`src/rtl/decode_stage.sv`:
```
`default_nettype none
// ============================================================================
// Module      : decode_stage
// Description : MIPS ID stage - register file with WB write/bypass, opcode
//               control decode, immediate sign-extension and ID/EX latch.
// Revision    : 1.0 - initial release
// ============================================================================
module decode_stage #(
    parameter logic [5:0] NOP_OPCODE = 6'b100000
) (
    input  logic        clk,
    input  logic        rst,
    input  logic [31:0] if_id_instr,
    input  logic [31:0] if_id_npc,
    input  logic        flush,
    input  logic        wb_reg_write,
    input  logic [4:0]  wb_write_reg,
    input  logic [31:0] wb_write_data,
    output logic [1:0]  id_ex_wb,
    output logic [2:0]  id_ex_m,
    output logic [3:0]  id_ex_ex,
    output logic [31:0] id_ex_npc,
    output logic [31:0] id_ex_rd1,
    output logic [31:0] id_ex_rd2,
    output logic [31:0] id_ex_sign_ext,
    output logic [4:0]  id_ex_rt,
    output logic [4:0]  id_ex_rd
);

    localparam logic [5:0] c_op_rtype = 6'b000000;
    localparam logic [5:0] c_op_lw    = 6'b100011;
    localparam logic [5:0] c_op_sw    = 6'b101011;
    localparam logic [5:0] c_op_beq   = 6'b000100;

    logic [5:0]  w_opcode;
    logic [4:0]  w_rs;
    logic [4:0]  w_rt;
    logic [4:0]  w_rd;
    logic [31:0] w_sign_ext;
    logic        w_wb_write_valid;
    logic [31:0] w_rd1;
    logic [31:0] w_rd2;
    logic [1:0]  w_wb;
    logic [2:0]  w_m;
    logic [3:0]  w_ex;

    logic [31:0] r_regs [32];

    logic [1:0]  r_wb;
    logic [2:0]  r_m;
    logic [3:0]  r_ex;
    logic [31:0] r_npc;
    logic [31:0] r_rd1;
    logic [31:0] r_rd2;
    logic [31:0] r_sign_ext;
    logic [4:0]  r_rt;
    logic [4:0]  r_rd;

    assign w_opcode   = if_id_instr[31:26];
    assign w_rs       = if_id_instr[25:21];
    assign w_rt       = if_id_instr[20:16];
    assign w_rd       = if_id_instr[15:11];
    assign w_sign_ext = {{16{if_id_instr[15]}}, if_id_instr[15:0]};

    // r0 is hard-wired to zero, so writes targeting it are discarded outright
    assign w_wb_write_valid = wb_reg_write && (wb_write_reg != 5'd0);

    always_ff @(posedge clk or posedge rst) begin
        if (rst) begin
            for (int i = 0; i < 32; i++) begin
                r_regs[i] <= '0;
            end
        end else if (w_wb_write_valid) begin
            r_regs[wb_write_reg] <= wb_write_data;
        end
    end

    // Write-before-read: a WB write this cycle is visible to the decode reads
    always_comb begin
        w_rd1 = '0;
        w_rd2 = '0;
        if (w_rs != 5'd0) begin
            w_rd1 = (w_wb_write_valid && (wb_write_reg == w_rs)) ? wb_write_data : r_regs[w_rs];
        end
        if (w_rt != 5'd0) begin
            w_rd2 = (w_wb_write_valid && (wb_write_reg == w_rt)) ? wb_write_data : r_regs[w_rt];
        end
    end

    always_comb begin
        w_wb = 2'b00;
        w_m  = 3'b000;
        w_ex = 4'b0000;
        if (w_opcode != NOP_OPCODE) begin
            case (w_opcode)
                c_op_rtype: begin
                    w_wb = 2'b10;
                    w_m  = 3'b000;
                    w_ex = 4'b1100;
                end
                c_op_lw: begin
                    w_wb = 2'b11;
                    w_m  = 3'b010;
                    w_ex = 4'b0001;
                end
                c_op_sw: begin
                    w_wb = 2'b00;
                    w_m  = 3'b001;
                    w_ex = 4'b0001;
                end
                c_op_beq: begin
                    w_wb = 2'b00;
                    w_m  = 3'b100;
                    w_ex = 4'b0010;
                end
                default: begin
                    w_wb = 2'b00;
                    w_m  = 3'b000;
                    w_ex = 4'b0000;
                end
            endcase
        end
    end

    // A flush only turns the control into a bubble; data fields still advance
    always_ff @(posedge clk or posedge rst) begin
        if (rst) begin
            r_wb       <= '0;
            r_m        <= '0;
            r_ex       <= '0;
            r_npc      <= '0;
            r_rd1      <= '0;
            r_rd2      <= '0;
            r_sign_ext <= '0;
            r_rt       <= '0;
            r_rd       <= '0;
        end else begin
            r_wb       <= flush ? 2'b00   : w_wb;
            r_m        <= flush ? 3'b000  : w_m;
            r_ex       <= flush ? 4'b0000 : w_ex;
            r_npc      <= if_id_npc;
            r_rd1      <= w_rd1;
            r_rd2      <= w_rd2;
            r_sign_ext <= w_sign_ext;
            r_rt       <= w_rt;
            r_rd       <= w_rd;
        end
    end

    assign id_ex_wb       = r_wb;
    assign id_ex_m        = r_m;
    assign id_ex_ex       = r_ex;
    assign id_ex_npc      = r_npc;
    assign id_ex_rd1      = r_rd1;
    assign id_ex_rd2      = r_rd2;
    assign id_ex_sign_ext = r_sign_ext;
    assign id_ex_rt       = r_rt;
    assign id_ex_rd       = r_rd;

endmodule
`default_nettype wire
```
`config.mk`:
```
export PLATFORM = sky130hd
export DESIGN_NAME = decode_stage
export DESIGN_NICKNAME = d
export VERILOG_FILES = /design/src/rtl/decode_stage.sv
export SDC_FILE = /design/constraint.sdc
export NUM_CORES = 2
export LEC_CHECK = 0
export CAP_MARGIN = 20
export CELL_PAD_IN_SITES_DETAIL_PLACEMENT = 1
export CELL_PAD_IN_SITES_GLOBAL_PLACEMENT = 1
export CORE_ASPECT_RATIO = 0.6
export CORE_MARGIN = 8
export CORE_UTILIZATION = 56
export DETAILED_ROUTE_END_ITERATION = 6
export MAX_ROUTING_LAYER = met4
export PLACE_DENSITY_LB_ADDON = 0.08
export SLEW_MARGIN = 20
export SYNTH_ARGS = -nofsm -noshare
export SYNTH_HDL_FRONTEND = slang
export SYNTH_SLANG_ARGS = --single-unit
export TNS_END_PERCENT = 50
```
`constraint.sdc`:
```
create_clock -name clk -period 73.9 [get_ports clk]
set_clock_uncertainty 0.2 [all_clocks]
set_input_delay 11.085 -clock clk [delete_from_list [all_inputs] [get_ports clk]]
set_output_delay 11.085 -clock clk [all_outputs]
set_load 0.01 [all_outputs]
```
# Word level (Yosys, flattened, before mapping)
# Index checks and enable logic that the tools add are counted.
[word_totals] reg_bits=1155 inputBits=105
[classes] order_cmp=4 eq_ne=6 n_mux=22 bitwise=3 reduce_logical=9
[op_table] cell="$bwmux W1024" count=1
[op_table] cell="$bmux W32 S5" count=2
[op_table] cell="$mux W32" count=9
[op_table] cell="$demux W32 S5" count=1
[op_table] cell="$ge A6 B6 Y1 const B" count=3
[op_table] cell="$not A5 Y6" count=3
[op_table] cell="$reduce_bool A5 Y1" count=3
[op_table] cell="$eq A6 B6 Y1 const B" count=2
[op_table] cell="$pmux W4 S3" count=1
[op_table] cell="$eq A5 B5 Y1" count=2
[op_table] cell="$pmux W3 S3" count=1
[op_table] cell="$mux W4" count=2
[op_table] cell="$eq A6 B3 Y1 const B" count=1
[op_table] cell="$logic_not A6 Y1" count=1
[op_table] cell="$lt A6 B1 Y1 const B" count=1
[op_table] cell="$mux W3" count=2
[op_table] cell="$ne A6 B6 Y1 const B" count=1
[op_table] cell="$logic_and A1 B1 Y1" count=4
[op_table] cell="$mux W2" count=2
[op_table] cell="$pmux W2 S2" count=1
[op_table] cell="$reduce_or A2 Y1" count=1

# Logic depth before layout (Yosys ltp)
[depth] word_depth=6 ltp_mapped=10 mapped_depth_nobuf=5

# Worst setup path after synthesis
# No wires, ideal clock.
[synth_timing] path_type="input port to flip-flop" from="input port if_id_instr[21]" to="register r_rd1[0] (netlist: id_ex_rd1[0])" setup_time_ns=0.136 arrival_time_ns=12.714 required_ns=73.564 slack_ns=60.850 path_stages=7 path_buffers=3 path_cell_list="buf_6 buf_8 buf_2 mux4_2 mux2_2 o211ai_1 o311ai_1"
[synth_between] elab_chain_len=6
[synth_rtl] element="start, declared" line="13" text="input logic [31:0] if_id_instr,"
[synth_rtl] element="$not A5 Y6 (implied by the code)" line="83" text="w_rd1 = (w_wb_write_valid && (wb_write_reg == w_rs)) ? wb_write_data : r_regs[w_rs];"
[synth_rtl] element="$bmux W32 S5" line="83"
[synth_rtl] element="$mux W32 (implied by the code) (2 in a row)" line="83"
[synth_rtl] element="$mux W32" line="83"
[synth_rtl] element="$mux W32 (*)" line="82" text="if (w_rs != 5'd0) begin"
[synth_rtl] element="net w_rd1[0]" line="41" text="logic [31:0] w_rd1;"
[synth_rtl] element="end signal, assigned" line="142" text="r_rd1 <= w_rd1;"
[synth_rtl] element="end, declared" line="53" text="logic [31:0] r_rd1;"
# The timed path passes the listed nets; every way through them passes the cells marked *. The select of a mux whose other input is x is not followed.
# A chain may end at the register's enable or synchronous reset.

# Worst setup path in the final report
[layout_timing] from="input port if_id_instr[21]" to="register r_rd1[4] (netlist: id_ex_rd1[4])"
# Same word-level chain as after synthesis.

==> impl_metrics.json <==
{
  "outcome": "complete, no violations",
  "ys_warn_count": 0,
  "cp.arrival_ns": 17.09,
  "ctsResizeCount": 0,
  "antenna_left": 0,
  "r2r_end": "id_ex_rd1[29]$_DFF_PP0_",
  "min_path_cells": 0,
  "clock_latency_ns": 0.72,
  "ctsHoldBuffers": 0,
  "path_class": "input port to flip-flop",
  "critPathMostFrequentCell": "buf_4",
  "grt_busiest_layer": "met2",
  "rrSetupSlack_ns": 71.63,
  "via_per_inst": 7.20,
  "fmax_mhz": 59.8,
  "grtUsageMet3_pct": 9.81,
  "seq_area_frac_synth_pct": 48.4,
  "io_buffers": 251,
  "cp-start-kind": "input port",
  "synth.net_count": 4233,
  "core_um2": 105000,
  "min_from": "r_regs[1017]$_DFFE_PP0P_",
  "drc_errors": 0,
  "ys_ff_latch": 1148,
  "use_met2_pct": 53.4,
  "yosys.area.top_type": "dfrtp_1",
  "routedWlPerCell_um": 38.0,
  "ys_top_cells_by_count": "dfrtp_1 (1148), mux2_2 (1042), mux4_2 (353)",
  "drtIter0Drc": 4920,
  "cts.path.max_buffers": 3,
  "synth_cells": 4128,
  "design_area_um2": 66000,
  "grt_pass1_wl_um": 314000,
  "cp_max_fo": 56,
  "grt_setup_unrepaired": "false",
  "hold_end": "r_regs[1017]$_DFFE_PP0P_",
  "floorplan.io_pins": 252,
  "cts-root-buf": "clkbuf_16",
  "dr.pass1.iters": 5,
  "vias": 40700,
  "tightest_slew_ns": 1.17,
  "grt_max_degree": 136,
  "p_total_mw": 1.80,
  "numCtsBuffers": 109,
  "start_util_pct": 56.5,
  "hold_viol": 0,
  "power_density_nw_per_um2": 27.3,
  "startpoint": "if_id_instr[21]",
  "crit_chain": "buf_8 > buf_4 > buf_4 > buf_4 > buf_4 > buf_4 > mux4_2 > mux2i_1 > a2111oi_1 > buf_4 > a311oi_1 > a21oi_1",
  "die_w_um": 436,
  "grt_pass1_vias": 42100,
  "die-height_um": 268,
  "clk_pin_slew_ns": 0.07,
  "cts_max_level": 3,
  "layout-drive-gt1-share_pct": 42.7,
  "cp_slowest_cell": "buf_4",
  "cts_tree": "built",
  "relSlewSlack_pct": 21.9,
  "syn_area_um2": 59300,
  "worstPathRequired_ns": 74.26,
  "place.gp.congestion": 0.848,
  "max_stage_delay_ns": 0.91,
  "hpwl_um": 122000,
  "grtUsageMet1_pct": 52.1,
  "period_needed_ns": 16.73,
  "whs_ns": 0.197,
  "ys_types": 77,
  "p_leak_nw": 28.9,
  "num_rows": 92,
  "avgSynthCellArea_um2": 14.4,
  "synth_edf_count": 0,
  "area_growth_pct": 11.3,
  "wl_um": 215000,
  "overflow": 0,
  "antenna_found_initial": 10,
  "hold_path.class": "flip-flop to flip-flop",
  "end_kind": "flip-flop",
  "clock-sinks": 1148,
  "finalSetupTns_ns": 0,
  "ys.flop_type": "dfrtp_1",
  "rr_startpoint": "r_regs[829]$_DFFE_PP0P_",
  "track_usage_pct": 37.6,
  "yosys-top-cells-area": "dfrtp_1 (48%), mux2_2 (20%), mux4_2 (13%)",
  "synth_top_area_share_pct": 48.4,
  "die-area_um2": 117000,
  "reg2regPathDepth": 5,
  "post_cts_buffers": 0,
  "cap_violations": 0,
  "placed_area_um2": 62300,
  "synthArstFlopShare_pct": 100,
  "drv_slew": 0,
  "finalNetCount": 4249,
  "vdd_drop_max_mv": 0.0183,
  "final-setup-viol-count": 0,
  "period_share_pct": 22.6,
  "yosysMostFrequentCell": "dfrtp_1"
}
==> registers in the layout (all words and copies together), names as in the netlist <==
name / flops
id_ex_wb: 1
id_ex_rd1: 32
id_ex_sign_ext: 11
id_ex_ex: 3
id_ex_rd: 5
id_ex_m: 3
id_ex_npc: 32
r_regs: 1024
id_ex_rd2: 32
id_ex_rt: 5
==> layout make-up <==
cell class / count / area, µm²
clock inverters: 53 / 666
well taps: 1410 / 1760
diodes: 12 / 30.0
flip-flops and latches: 1148 / 28700
clock buffers: 148 / 3130
repair buffers: 375 / 3410
multi-input cells: 2498 / 28200
inverters: 12 / 52.6
fillers: 9548 / 39000
==> per-stage QoR <==
| step | instances | setup WS [ns] | util [%] |
|---|---|---|---|
| detailed placement | 5440 | 56.37 | 59.3 |
| floorplan | 4128 | 30.28 | - |
| CTS | 5641 | 57.14 | 62.9 |
| global placement | 5439 | 56.48 | 59.3 |
| finish | 5656 | 57.17 | 62.9 |
| global route | 5653 | 56.73 | 62.9 |
==> routing by layer <==
metal	vias up	routed length, µm	share of wire (%)
met1	22200	89700	42
met5	-	0	0
met2	2222	93900	44
li1	15800	-	-
met4	0	9780	4.5
met3	538	21600	10
==> logic make-up (layout without fill, tap and decap cells) <==
logic type	Yosys count	in the layout	synth area share [%]
compound gates	463	463	5.70
xor+xnor	10	10	0.148
buf+inv	482	588	4.34
flops	1148	1148	48.4
mux	1706	1706	38.6
other cells	0	12	0
simple gates	319	319	2.80
==> worst max-delay path, delay by kind of cell <==
kind,cells,cell delay [ns]
AOI/OAI and AO/OA,3,0.48
buffers and inverters,7,4.66
muxes,2,0.74
==> cells in the final DEF (no fill, tap or decap), types with 10 or more instances in the layout <==
cell,instances
a211oi_1,15
a21oi_1,60
a221o_1,12
a221oi_1,80
a22o_1,16
a22oi_1,29
and2_1,18
buf_2,25
buf_4,118
bufinv_16,14
clkbuf_1,18
clkbuf_16,113
clkbuf_8,18
clkdlybuf4s50_1,220
clkinv_2,22
clkinvlp_4,11
dfrtp_1,1148
diode_2,12
mux2_2,1042
mux2i_1,303
mux4_2,353
nand2_1,85
nand2_2,15
nand2b_1,12
nand3_1,22
nand4_1,11
nor2_1,38
nor2_4,13
nor3_1,14
nor3b_1,15
nor4_1,10
o211ai_1,27
o21ai_0,62
o22a_1,11
o22ai_1,56
o311ai_1,12
or2_2,16
==> power breakdown <==
| group | total, mW | internal (mW) | switching [mW] |
|---|---|---|---|
| combinational | 0.357 | 0.203 | 0.154 |
| clock | 0.608 | 0.346 | 0.262 |
| sequential | 0.835 | 0.741 | 0.0933 |
| total | 1.80 | 1.29 | 0.510 |
==> how the worst max path moves through the flow <==
stage / to / slack, ns / cells past startpoint
after global placement: id_ex_rd1[4]$_DFF_PP0_ / 56.48 / 12
final: id_ex_rd1[4]$_DFF_PP0_ / 57.17 / 12
after detailed placement: id_ex_rd1[4]$_DFF_PP0_ / 56.37 / 12
after floorplan: id_ex_ex[0]$_DFF_PP0_ / 30.28 / 1
after global routing: id_ex_rd1[4]$_DFF_PP0_ / 56.73 / 12
after CTS: id_ex_rd1[4]$_DFF_PP0_ / 57.14 / 12
Note: power is estimated with default switching activity, not from simulation.
